`src/rtl/alu_seq_pkg.sv`:
```
// alu_seq_pkg: shared definitions for the ALU op sequencer.
//   - ALUControl encodings understood by the existing ALU
//   - is_legal_op(): true for encodings the ALU implements
//   - cmd_t: one queued register-level ALU command (51 bits)
//   - state_t: sequencer FSM states
package alu_seq_pkg;

    localparam logic [2:0] ALU_ADD = 3'b000;
    localparam logic [2:0] ALU_SUB = 3'b001;
    localparam logic [2:0] ALU_AND = 3'b010;
    localparam logic [2:0] ALU_OR  = 3'b011;
    localparam logic [2:0] ALU_SLT = 3'b101;

    typedef struct packed {
        logic [2:0]  op;
        logic        use_imm;
        logic [4:0]  rd;
        logic [4:0]  rs1;
        logic [4:0]  rs2;
        logic [31:0] imm;
    } cmd_t;

    typedef enum logic [1:0] {
        ST_IDLE  = 2'd0,
        ST_ISSUE = 2'd1,
        ST_WRITE = 2'd2
    } state_t;

    function automatic logic is_legal_op(input logic [2:0] op);
        case (op)
            ALU_ADD, ALU_SUB, ALU_AND, ALU_OR, ALU_SLT: return 1'b1;
            default:                                    return 1'b0;
        endcase
    endfunction

endpackage

```
`src/rtl/alu_cmd_fifo.sv`:
```
// alu_cmd_fifo: synchronous FIFO of cmd_t entries.
//   clk, rst     : clock, synchronous active-high reset (empties the FIFO)
//   push, wr_data: enqueue request and data (ignored while full)
//   pop, rd_data : dequeue request (ignored while empty); rd_data shows the head
//   full, empty  : derived from the registered occupancy count
module alu_cmd_fifo
    import alu_seq_pkg::*;
#(
    parameter int DEPTH = 4
) (
    input  logic clk,
    input  logic rst,
    input  logic push,
    input  cmd_t wr_data,
    input  logic pop,
    output cmd_t rd_data,
    output logic full,
    output logic empty
);

    localparam int PTR_W = $clog2(DEPTH);
    localparam logic [PTR_W:0] FULL_CNT = (PTR_W + 1)'(DEPTH);

    cmd_t             mem [DEPTH];
    logic [PTR_W-1:0] wr_ptr;
    logic [PTR_W-1:0] rd_ptr;
    logic [PTR_W:0]   count;
    logic             do_push;
    logic             do_pop;

    // A full FIFO refuses a push even if a pop frees a slot in the same cycle.
    assign do_push = push && !full;
    assign do_pop  = pop && !empty;
    assign full    = (count == FULL_CNT);
    assign empty   = (count == '0);
    assign rd_data = mem[rd_ptr];

    always_ff @(posedge clk) begin
        if (do_push) begin
            mem[wr_ptr] <= wr_data;
        end
    end

    // DEPTH is a power of two, so the pointers wrap naturally.
    always_ff @(posedge clk) begin
        if (rst) begin
            wr_ptr <= '0;
            rd_ptr <= '0;
            count  <= '0;
        end else begin
            if (do_push) wr_ptr <= wr_ptr + 1'b1;
            if (do_pop)  rd_ptr <= rd_ptr + 1'b1;
            case ({do_push, do_pop})
                2'b10:   count <= count + 1'b1;
                2'b01:   count <= count - 1'b1;
                default: count <= count;
            endcase
        end
    end

endmodule

```
`src/rtl/alu_op_sequencer.sv`:
```
// alu_op_sequencer: queues register-level ALU commands and sequences the
// regfile / ALU-mux / ALU datapath, one op every two cycles (ISSUE, WRITE).
//   cmd_*        : command input (valid/ready)
//   A1, A2, A3   : regfile read/write addresses
//   ImmExt/ALUsrc/ALUControl : ALU mux and ALU control, valid in ISSUE
//   ALUResult    : combinational result of the datapath, sampled at end of ISSUE
//   WD3/RegWrite : regfile write-back, valid in WRITE
//   done_*       : one-cycle completion report, valid in WRITE
//   busy         : FIFO non-empty or FSM not idle
//   retired      : completed-op counter, wraps
module alu_op_sequencer
    import alu_seq_pkg::*;
#(
    parameter int DEPTH = 4,
    parameter int CNT_W = 16
) (
    input  logic             clk,
    input  logic             rst,
    input  logic             cmd_valid,
    output logic             cmd_ready,
    input  logic [2:0]       cmd_op,
    input  logic             cmd_use_imm,
    input  logic [4:0]       cmd_rd,
    input  logic [4:0]       cmd_rs1,
    input  logic [4:0]       cmd_rs2,
    input  logic [31:0]      cmd_imm,
    output logic [4:0]       A1,
    output logic [4:0]       A2,
    output logic [4:0]       A3,
    output logic [31:0]      ImmExt,
    output logic             ALUsrc,
    output logic [2:0]       ALUControl,
    input  logic [31:0]      ALUResult,
    output logic [31:0]      WD3,
    output logic             RegWrite,
    output logic             done_valid,
    output logic [4:0]       done_rd,
    output logic [31:0]      done_result,
    output logic             done_err,
    output logic             busy,
    output logic [CNT_W-1:0] retired
);

    state_t     state;
    cmd_t       cmd_in;
    cmd_t       head;
    logic       fifo_full;
    logic       fifo_empty;
    logic       push;
    logic       pop;
    logic [4:0] op_rd;
    logic [2:0] op_code;
    logic       reg_write_q;
    logic       done_valid_q;

    // Handshake: a command transfers at the posedge where cmd_valid && cmd_ready
    // are both high; cmd_ready depends only on registered FIFO fullness (and rst),
    // never on cmd_valid.
    assign cmd_ready = !fifo_full && !rst;
    assign push      = cmd_valid && cmd_ready;
    assign cmd_in    = '{op: cmd_op, use_imm: cmd_use_imm, rd: cmd_rd,
                         rs1: cmd_rs1, rs2: cmd_rs2, imm: cmd_imm};

    // The head is popped on every entry into ISSUE.
    assign pop = !fifo_empty && ((state == ST_IDLE) || (state == ST_WRITE));

    alu_cmd_fifo #(.DEPTH(DEPTH)) u_fifo (
        .clk     (clk),
        .rst     (rst),
        .push    (push),
        .wr_data (cmd_in),
        .pop     (pop),
        .rd_data (head),
        .full    (fifo_full),
        .empty   (fifo_empty)
    );

    // Write enable and completion are masked by rst so a reset landing in WRITE
    // discards the in-flight op before the regfile commits it.
    assign RegWrite   = reg_write_q && !rst;
    assign done_valid = done_valid_q && !rst;
    assign busy       = !rst && (!fifo_empty || (state != ST_IDLE));

    always_ff @(posedge clk) begin
        if (rst) begin
            state        <= ST_IDLE;
            op_rd        <= '0;
            op_code      <= '0;
            A1           <= '0;
            A2           <= '0;
            A3           <= '0;
            ImmExt       <= '0;
            ALUsrc       <= 1'b0;
            ALUControl   <= '0;
            WD3          <= '0;
            reg_write_q  <= 1'b0;
            done_valid_q <= 1'b0;
            done_rd      <= '0;
            done_result  <= '0;
            done_err     <= 1'b0;
            retired      <= '0;
        end else begin
            // Datapath controls are zero unless the next state loads them.
            A1           <= '0;
            A2           <= '0;
            A3           <= '0;
            ImmExt       <= '0;
            ALUsrc       <= 1'b0;
            ALUControl   <= '0;
            WD3          <= '0;
            reg_write_q  <= 1'b0;
            done_valid_q <= 1'b0;
            done_rd      <= '0;
            done_result  <= '0;
            done_err     <= 1'b0;
            case (state)
                ST_IDLE, ST_WRITE: begin
                    if (state == ST_WRITE) begin
                        retired <= retired + CNT_W'(1);
                    end
                    if (pop) begin
                        state      <= ST_ISSUE;
                        op_rd      <= head.rd;
                        op_code    <= head.op;
                        A1         <= head.rs1;
                        A2         <= head.rs2;
                        ImmExt     <= head.imm;
                        ALUsrc     <= head.use_imm;
                        ALUControl <= head.op;
                    end else begin
                        state <= ST_IDLE;
                    end
                end
                ST_ISSUE: begin
                    // ALUResult settles during ISSUE; capture it straight into
                    // the write-back and completion registers.
                    state        <= ST_WRITE;
                    A3           <= op_rd;
                    WD3          <= ALUResult;
                    reg_write_q  <= (op_rd != 5'd0) && is_legal_op(op_code);
                    done_valid_q <= 1'b1;
                    done_rd      <= op_rd;
                    done_result  <= ALUResult;
                    done_err     <= !is_legal_op(op_code);
                end
                default: state <= ST_IDLE;
            endcase
        end
    end

endmodule
```
`config.mk`:
```
export PLATFORM = sky130hd
export DESIGN_NAME = alu_op_sequencer
export DESIGN_NICKNAME = d
export VERILOG_FILES = /design/src/rtl/alu_seq_pkg.sv /design/src/rtl/alu_cmd_fifo.sv /design/src/rtl/alu_op_sequencer.sv
export SDC_FILE = /design/constraint.sdc
export NUM_CORES = 1
export LEC_CHECK = 0
export CAP_MARGIN = 20
export CORE_MARGIN = 3
export CORE_UTILIZATION = 51
export DETAILED_ROUTE_END_ITERATION = 8
export HOLD_SLACK_MARGIN = 0.02
export PLACE_DENSITY_LB_ADDON = 0.3
export SLEW_MARGIN = 10
export SYNTH_ARGS = -nofsm -noshare
export SYNTH_HDL_FRONTEND = slang
export SYNTH_SLANG_ARGS = --single-unit
```
`constraint.sdc`:
```
create_clock -name clk -period 3.7 [get_ports clk]
set_input_delay 0.925 -clock clk [delete_from_list [all_inputs] [get_ports clk]]
set_output_delay 0.925 -clock clk [all_outputs]
set_load 0.05 [all_outputs]
```
# --- Word level (Yosys, flattened, before mapping) ---
# Memories as Yosys holds them, arrays and structs flattened. A register that Yosys moved wholly into a read port is not among the register bits.
# Index checks and enable logic that the tools add are counted.
word_totals:
  ff_bits: 119
  word_cells: 73
  latchBits: 0
  rom_bits: 0
  out_inout_bits: 141
  inputBits: 86
  mem_bits_rw: 204
  n_memories: 1
memory_table:
  columns: ["name", "words", "width", "rd", "rd_clocked_by_memory_dff", "wr", "line_no", "text"]
  rows:
  - ["u_fifo.mem", 4, 51, 1, 1, 1, "alu_cmd_fifo.sv:24", "cmd_t mem [DEPTH];"]
op_classes:
  magnitude_cmp: 0
  eq_ne: 9
  n_addsub: 5
  multipliers: 0
  n_mux: 11
  n_div: 0
  bitwise: 3
  shifts: 0
  n_reduce_logical: 27
op_table:
  columns: ["operator", "count"]
  rows:
  - ["$add 16x1->16 const B", 1]
  - ["$logic_and 1x1->1", 9]
  - ["$mux 1", 7]
  - ["$eq 3x2->1 const B", 2]
  - ["$eq 3x3->1 const B", 2]
  - ["$logic_not 3->1", 2]
  - ["$pmux 3 s2", 1]
  - ["$reduce_bool 5->1", 1]
  - ["$reduce_or 5->1", 1]
  - ["$add 2x1->2 const B", 2]
  - ["$eq 2x1->1 const B", 2]
  - ["$eq 2x2->1 const B", 2]
  - ["$logic_not 1->1", 4]
  - ["$mux 2", 2]
  - ["$pmux 2 s2", 1]
  - ["$reduce_and 2->1", 2]
  - ["$reduce_bool 2->1", 2]
  - ["$reduce_or 2->1", 2]
  - ["$add 3x1->3 const B", 1]
  - ["$eq 3x1->1 const B", 1]
  - ["$not 1->1", 3]
  - ["$reduce_or 3->1", 1]
  - ["$sub 3x1->3 const B", 1]
  - ["$logic_not 2->1", 1]
  - ["$logic_or 1x1->1", 2]

# --- Logic depth before layout (Yosys ltp) ---
# Gate-level depths: netlist of run 1.
logic_depth:
  depth_word: 7
  mapped_depth: 10
  mapped_depth_nobuf: 9

# --- Cells and area by module ---
# A second synthesis of run 1 with hierarchy kept.
unflattened:
  cells_unflattened: 673
  area_unflattened_um2: 11604.9
modules_own_cells:
  columns: ["module", "area_each_um2", "seq_area_each_um2", "instances", "cells_each"]
  rows:
  - ["alu_cmd_fifo", 7906.3, 6306.0, 1, 321]
  - ["alu_op_sequencer", 3698.5, 2242.2, 1, 352]

# --- Worst setup path before layout of run 1 ---
# Ideal clock, no wire load.
synth_timing:
  path_type: "input-to-reg"
  from: "input port cmd_valid"
  to: "memory u_fifo.mem[1][0] (netlist name), enable pin"
  n_path_buf: 0
  arrival_ns: 2.807
  path_stages: 3
  required_time_ns: 3.286
  setup_ns: 0.414
  slack_ns: 0.479
  path_cell_list: "inv_1 > a211oi_1 > and2_1"
synth_via:
  elab_chain_cells: 4
synth_rtl:
  columns: ["element", "line_no", "text"]
  rows:
  - ["start, declared", "alu_op_sequencer.sv:19", "input logic cmd_valid,"]
  - ["$logic_and 1x1->1", "alu_op_sequencer.sv:60", "assign push = cmd_valid && cmd_ready;"]
  - ["$logic_and 1x1->1", "alu_cmd_fifo.sv:32", "assign do_push = push && !full;"]
  - ["$mux 1", "alu_cmd_fifo.sv:39", "if (do_push) begin"]
  - ["$mux 1 (not written as such)", "alu_cmd_fifo.sv:40", "mem[wr_ptr] <= wr_data;"]
  - ["end, declared", "alu_cmd_fifo.sv:24", null]
# Every way passes these cells.

# --- Final worst setup path of run 1 ---
layout_timing:
  from: "input port rst"
  to: "output port busy"
layout_via:
  elab_chain_cells: 2
layout_rtl:
  columns: ["element", "line_no", "text"]
  rows:
  - ["start, declared", "alu_op_sequencer.sv:18", "input logic rst,"]
  - ["$logic_not 1->1", "alu_op_sequencer.sv:82", "assign busy = !rst && (!fifo_empty || (state != ST_IDLE));"]
  - ["$logic_and 1x1->1", "alu_op_sequencer.sv:82", null]
  - ["end, declared", "alu_op_sequencer.sv:40", "output logic busy,"]
# Every way passes these cells.

==> impl_metrics.py, run 1 <==
metrics = {
    "drt": {
        "routedWlPerCell_um": 18.5,
        "routed_wl_um": 21900,
        "vias": 6090,
        "drt_iter0_markers": 240,
        "via_per_inst": 5.16,
        "firstDrtPassIters": 5,
        "drc": 0,
        "ant_nets": 0,
    },
    "cells_and_area": {
        "area_growth_pct": 30.5,
        "diodes": 0,
        "fin_util_pct": 68.0,
        "drive_above_1_share_pct": 14.7,
        "nets": 969,
        "fin_area_um2": 14900,
    },
    "synth": {
        "yosys_warnings": 0,
        "ys_seq_area_share_pct": 74.6,
        "synth_most_common_cell": "edfxtp_1",
        "synth_seq_cells": 324,
        "synth-async-reset-ratio_pct": 0,
        "synth_top_area_cell": "edfxtp_1",
        "synth_top_area_share_pct": 53.6,
        "synth.avg_cell_area_um2": 17.2,
        "synthFlopType": "edfxtp_1",
        "netlist_area_um2": 11400,
        "synthTopCellsByArea": "edfxtp_1, dfxtp_1, mux4_2",
        "syn_nets": 757,
        "synth_common_cells": "edfxtp_1, dfxtp_1, and2_1",
        "synthCells": 664,
        "ys_types": 39,
        "synth_enable_flop_cells": 204,
    },
    "global_route": {
        "grt_pass1_wl_um": 34200,
        "grt_antenna_before_repair": 1,
        "grt_pass1_vias": 6353,
        "track_usage_pct": 17.9,
        "grt_overflow": 0,
        "grt_max_degree": 52,
    },
    "power_and_ir_drop": {
        "p_sw_w": 0.00299,
        "clockPowerShare_pct": 30.9,
        "p_total_w": 0.0101,
        "powerDensity_nw_per_um2": 678,
        "p_int_w": 0.00713,
        "power_frac_comb_pct": 25.5,
        "p_sw_share_pct": 29.5,
        "power.share.sequential_pct": 43.7,
        "ir_worst_vdd_v": 0.000419,
        "p_leak_nw": 5.09,
    },
    "die": {
        "start_util_pct": 52.1,
        "rows": 54,
        "io_pins": 227,
        "dieArea_um2": 24300,
        "die_w_um": 156,
        "die_height_um": 156,
        "core-area_um2": 22000,
    },
    "hold_path": {
        "min_from": "op_code[1]",
        "min_path_cells": 2,
        "hold_path_end": "op_code[1]",
        "hp-class": "reg -> reg",
    },
    "timing": {
        "tightestPinTransition_ns": 0.592,
        "maxSlewViolCount": 0,
        "period_needed_ns": 3.12,
        "setup_tns_ns": 0,
        "rsz0062_at_grt": "false",
        "timing.slew.headroom_pct": 60.5,
        "fin_skew_ns": 0.00811,
        "fin_ws_ns": 0.581,
        "setup_violations": 0,
        "fmax_mhz": 321,
        "hold_violations": 0,
        "finalCritPeriodShare_pct": 84.3,
    },
    "placed_design": {
        "hpwl_um": 14100,
        "place.gp.congestion": 0.870,
        "port_buffers": 226,
        "pre_cts_ws_ns": 0.355,
        "place_area_um2": 13800,
    },
    "clock_network": {
        "cts_num_sinks": 324,
        "cts_max_path_buffers": 3,
        "clk_pin_slew_ns": 0.06,
        "ctsHoldBuffers": 0,
        "cts_root_buf": "clkbuf_16",
        "htreeDepth": 1,
        "cts_resized": 0,
        "cts_tree": "done",
        "cts_setup_buffers": 0,
        "cts_buffers": 31,
        "insertion_delay_ns": 0.56,
    },
    "critical_path": {
        "startpoint_type": "primary input",
        "rrSetupSlack_ns": 1.16,
        "r2r_end": "u_fifo.count[2]",
        "endpoint_kind": "primary output",
        "rr_startpoint": "u_fifo.count[2]",
        "critPathMaxFanout": 16,
        "cp.required_ns": 2.77,
        "crit_type": "in -> out",
        "rr_worst_depth": 9,
        "critPathArrivalTime_ns": 2.19,
    },
    "job": {
        "maxCapViolCount": 0,
    },
    "run_status": {
        "status": "completed",
    },
}
metal layers:
layer	track usage (%)	up-vias	part of all wire (%)
met3	4.63	44	7.3
li1	-	2811	-
met4	4.63	2	2.4
met5	0	-	0.055
met1	23.0	2967	40
met2	30.6	266	50
registers in the layout, summed over array words and instances, names as in the netlist, 3 cells and up, named ones only:
name / cells
u_fifo.mem: 204
ImmExt: 32
done_result: 32
retired: 16
A1: 5
A2: 5
done_rd: 5
op_rd: 5
ALUControl: 3
op_code: 3
u_fifo.count: 3
critical path, cell delays in order:
cell	delay, ns
clkdlybuf4s50_1	0.70
a21oi_1	0.39
buf_12	0.18
worst max path at each step:
stage | slack (ns) | cells after the start | startpoint | end
5_1_grt | 0.49 | 3 | rst | busy
6_report | 0.58 | 3 | rst | busy
3_5_place_dp | 0.35 | 5 | rst | u_fifo.mem[0][6]
2_1_floorplan | 0.48 | 3 | cmd_valid | u_fifo.mem[1][0]
4_1_cts | 0.59 | 3 | rst | busy
3_3_place_gp | 0.38 | 5 | rst | u_fifo.mem[0][15]
metrics by stage:
| stage | hold slack, ns | cells |
|---|---|---|
| finish | 0.454 | 1181 |
| global route | 0.487 | 1181 |
| CTS | 0.456 | 1180 |
| detailed placement | 0.448 | 1122 |
| global placement | 0.444 | 1122 |
| floorplan | 0.433 | 664 |
cell families (layout without fill, tap and decap cells):
kind of cell               Yosys count  count (layout)  synth area share, %
xor gates and xnor gates            15              15                 1.15
and+or+nand+nor                    167             167                 8.23
adders and majority gates            7               7                0.832
DFF                                324             324                 74.6
AOI/OAI and AO/OA                   23              23                 1.15
buffers and inverters               74             311                 3.72
muxes                               54              54                 10.3
power by group through the flow:
stage               clock network [W]  logic [W]  registers (W)
global placement                    0    0.00245        0.00457
detailed placement                  0    0.00249        0.00458
floorplan                           0    0.00119        0.00505
finish                        0.00312    0.00258        0.00442
global route                  0.00334    0.00273        0.00446
CTS                           0.00321    0.00251        0.00451
layout make-up:
type                    count  area (µm²)
flip-flops and latches    324        8530
fillers                  1436        7030
multi-input cells         266        2500
repair buffers            242        2450
clock buffers              48         931
well taps                 280         350
clock inverters            10         116
inverters                  11        41.3
cell usage in the layout, fill, tap and decap left out, types with 6 or more instances in the layout:
cell             synthesis  routed
nand2_1                 20      20
a21oi_1                 15      15
clkbuf_8                 0       7
and2_1                  87      83
xor2_1                   6       6
clkbuf_16                0      32
buf_4                   37      14
ha_1                     6       6
mux4_2                  51      51
dfxtp_1                120     118
clkdlybuf4s50_1          0     222
nor2_1                  27      26
xnor2_1                  9       9
inv_1                   10      10
nand3_1                  6       6
edfxtp_1               204     204
clkbuf_1                17       9
No activity file was read; power rests on OpenSTA's default activity.
==> inputs of run 2 (changes only) <==
clock period = 3.1 ns   (was 3.7 ns; I/O delays follow)
==> run 2 against run 1 <==
Critical path depth is 1 higher. Clock skew up 0.0071 ns. Critical endpoint is now cmd_ready. Register-to-register slack worse by 0.65 ns. Highest routed layer is now met4. Cell area up 0.29%. Sequential share of layout area down 0.16 points. Largest power group unchanged. Core utilization up 0.19 points. Routed wire length up 3.8%.
==> impl_metrics.py, run 2 (synthesis results as in run 1) <==
metrics = {
    "run_status": {
        "status": "completed",
    },
    "drt": {
        "vias": 6197,
        "routedWlPerCell_um": 19.2,
        "routed_wl_um": 22700,
        "drc": 0,
        "via_per_inst": 5.23,
        "ant_nets": 0,
        "drt_iter0_markers": 342,
        "firstDrtPassIters": 5,
    },
    "clock_network": {
        "htreeDepth": 2,
        "cts_resized": 0,
        "cts_buffers": 34,
        "cts_tree": "done",
        "cts_max_path_buffers": 3,
        "cts_setup_buffers": 0,
        "ctsHoldBuffers": 0,
        "cts_root_buf": "clkbuf_16",
        "clk_pin_slew_ns": 0.06,
        "insertion_delay_ns": 0.51,
        "cts_num_sinks": 324,
    },
    "global_route": {
        "grt_max_degree": 52,
        "grt_overflow": 0,
        "track_usage_pct": 18.7,
        "grt_pass1_wl_um": 35200,
        "grt_antenna_before_repair": 0,
        "grt_pass1_vias": 6536,
    },
    "critical_path": {
        "cp.required_ns": 2.32,
        "crit_type": "in -> out",
        "critPathArrivalTime_ns": 1.86,
        "critPathMaxFanout": 21,
        "rr_startpoint": "u_fifo.count[2]",
        "r2r_end": "u_fifo.count[2]",
        "startpoint_type": "primary input",
        "rr_worst_depth": 9,
        "rrSetupSlack_ns": 0.51,
        "endpoint_kind": "primary output",
    },
    "cells_and_area": {
        "drive_above_1_share_pct": 14.8,
        "reg_top3": "u_fifo.mem (204), ImmExt (32), done_result (32)",
        "nets": 974,
        "fin_area_um2": 15000,
        "layout_common_cells": "clkdlybuf4s50_1, edfxtp_1, dfxtp_1",
        "largest-register": "u_fifo.mem",
        "largest_reg_flops": 204,
        "final_common_cell": "clkdlybuf4s50_1",
        "area_growth_pct": 30.9,
        "diodes": 0,
        "fin_util_pct": 68.2,
    },
    "timing": {
        "fin_ws_ns": 0.461,
        "tightestPinTransition_ns": 0.596,
        "fmax_mhz": 379,
        "finalCritPeriodShare_pct": 85.1,
        "hold_violations": 0,
        "setup_violations": 0,
        "maxSlewViolCount": 0,
        "period_needed_ns": 2.64,
        "rsz0062_at_grt": "false",
        "timing.slew.headroom_pct": 60.3,
        "fin_skew_ns": 0.0152,
        "setup_tns_ns": 0,
    },
    "die": {
        "start_util_pct": 52.1,
        "core-area_um2": 22000,
        "dieArea_um2": 24300,
        "die_height_um": 156,
        "io_pins": 227,
        "die_w_um": 156,
        "rows": 54,
    },
    "hold_path": {
        "min_path_cells": 2,
        "hp-class": "reg -> reg",
        "hold_path_end": "op_code[2]",
        "min_from": "op_code[2]",
    },
    "placed_design": {
        "pre_cts_ws_ns": 0.257,
        "place_area_um2": 13900,
        "place.gp.congestion": 0.860,
        "port_buffers": 226,
        "hpwl_um": 15000,
    },
    "job": {
        "maxCapViolCount": 0,
    },
    "power_and_ir_drop": {
        "p_int_w": 0.00850,
        "ir_worst_vdd_v": 0.000554,
        "clockPowerShare_pct": 31.1,
        "power_frac_comb_pct": 25.2,
        "power.share.sequential_pct": 43.7,
        "p_total_w": 0.0121,
        "p_leak_nw": 5.10,
        "p_sw_w": 0.00364,
        "p_sw_share_pct": 30.0,
        "powerDensity_nw_per_um2": 811,
    },
}
==> run 2: per-layer routing <==
metal	wire, µm	GRT usage (%)
met4	408	5.72
met5	0	0
met1	9130	23.1
met3	1650	4.60
met2	11500	32.7
==> run 2: how the worst max path moves through the flow <==
| stage | startpoint | endpoint | slack, ns | cells past startpoint |
|---|---|---|---|---|
| floorplan | cmd_valid | u_fifo.mem[1][0] | 0.03 | 3 |
| global placement | cmd_valid | u_fifo.count[2] | 0.31 | 10 |
| detailed placement | cmd_valid | u_fifo.count[2] | 0.26 | 10 |
| CTS | rst | cmd_ready | 0.46 | 4 |
| global route | u_fifo.count[2] | u_fifo.count[2] | 0.37 | 9 |
| finish | rst | cmd_ready | 0.46 | 4 |
==> run 2: cell type report <==
| type | instances | area [µm²] |
|---|---|---|
| Multi-Input combinational cell | 266 | 2500 |
| Timing Repair Buffer | 244 | 2490 |
| Clock inverter | 13 | 113 |
| Inverter | 11 | 41.3 |
| Tap cell | 280 | 350 |
| Sequential cell | 324 | 8530 |
| Fill cell | 1432 | 6990 |
| Clock buffer | 48 | 945 |
==> run 2: metrics by stage <==
| stage | cells | hold WS (ns) |
|---|---|---|
| 6_report | 1186 | 0.458 |
| 5_1_grt | 1186 | 0.488 |
| 4_1_cts | 1186 | 0.457 |
| 3_5_place_dp | 1125 | 0.447 |
| 3_3_place_gp | 1125 | 0.444 |
| 2_1_floorplan | 664 | 0.433 |
==> run 2: worst max-delay path, cell delays in order <==
cell,delay (ns)
clkdlybuf4s50_1,0.42
buf_4,0.22
a21oi_1,0.26
buf_12,0.18
==> run 2: power groups by stage <==
stage / Clock (W) / Sequential [W] / Combinational (W)
after global placement: 0 / 0.00538 / 0.00302
after floorplan: 0 / 0.00603 / 0.00142
after global routing: 0.00403 / 0.00536 / 0.00324
after CTS: 0.00387 / 0.00532 / 0.00310
final: 0.00377 / 0.00531 / 0.00306
after detailed placement: 0 / 0.00540 / 0.00308
==> inputs of run 3 (changes only) <==
TNS_END_PERCENT = 30   (was default)
==> results of run 3 <==
Final layout, timing and power as in run 2 (identical DEF).
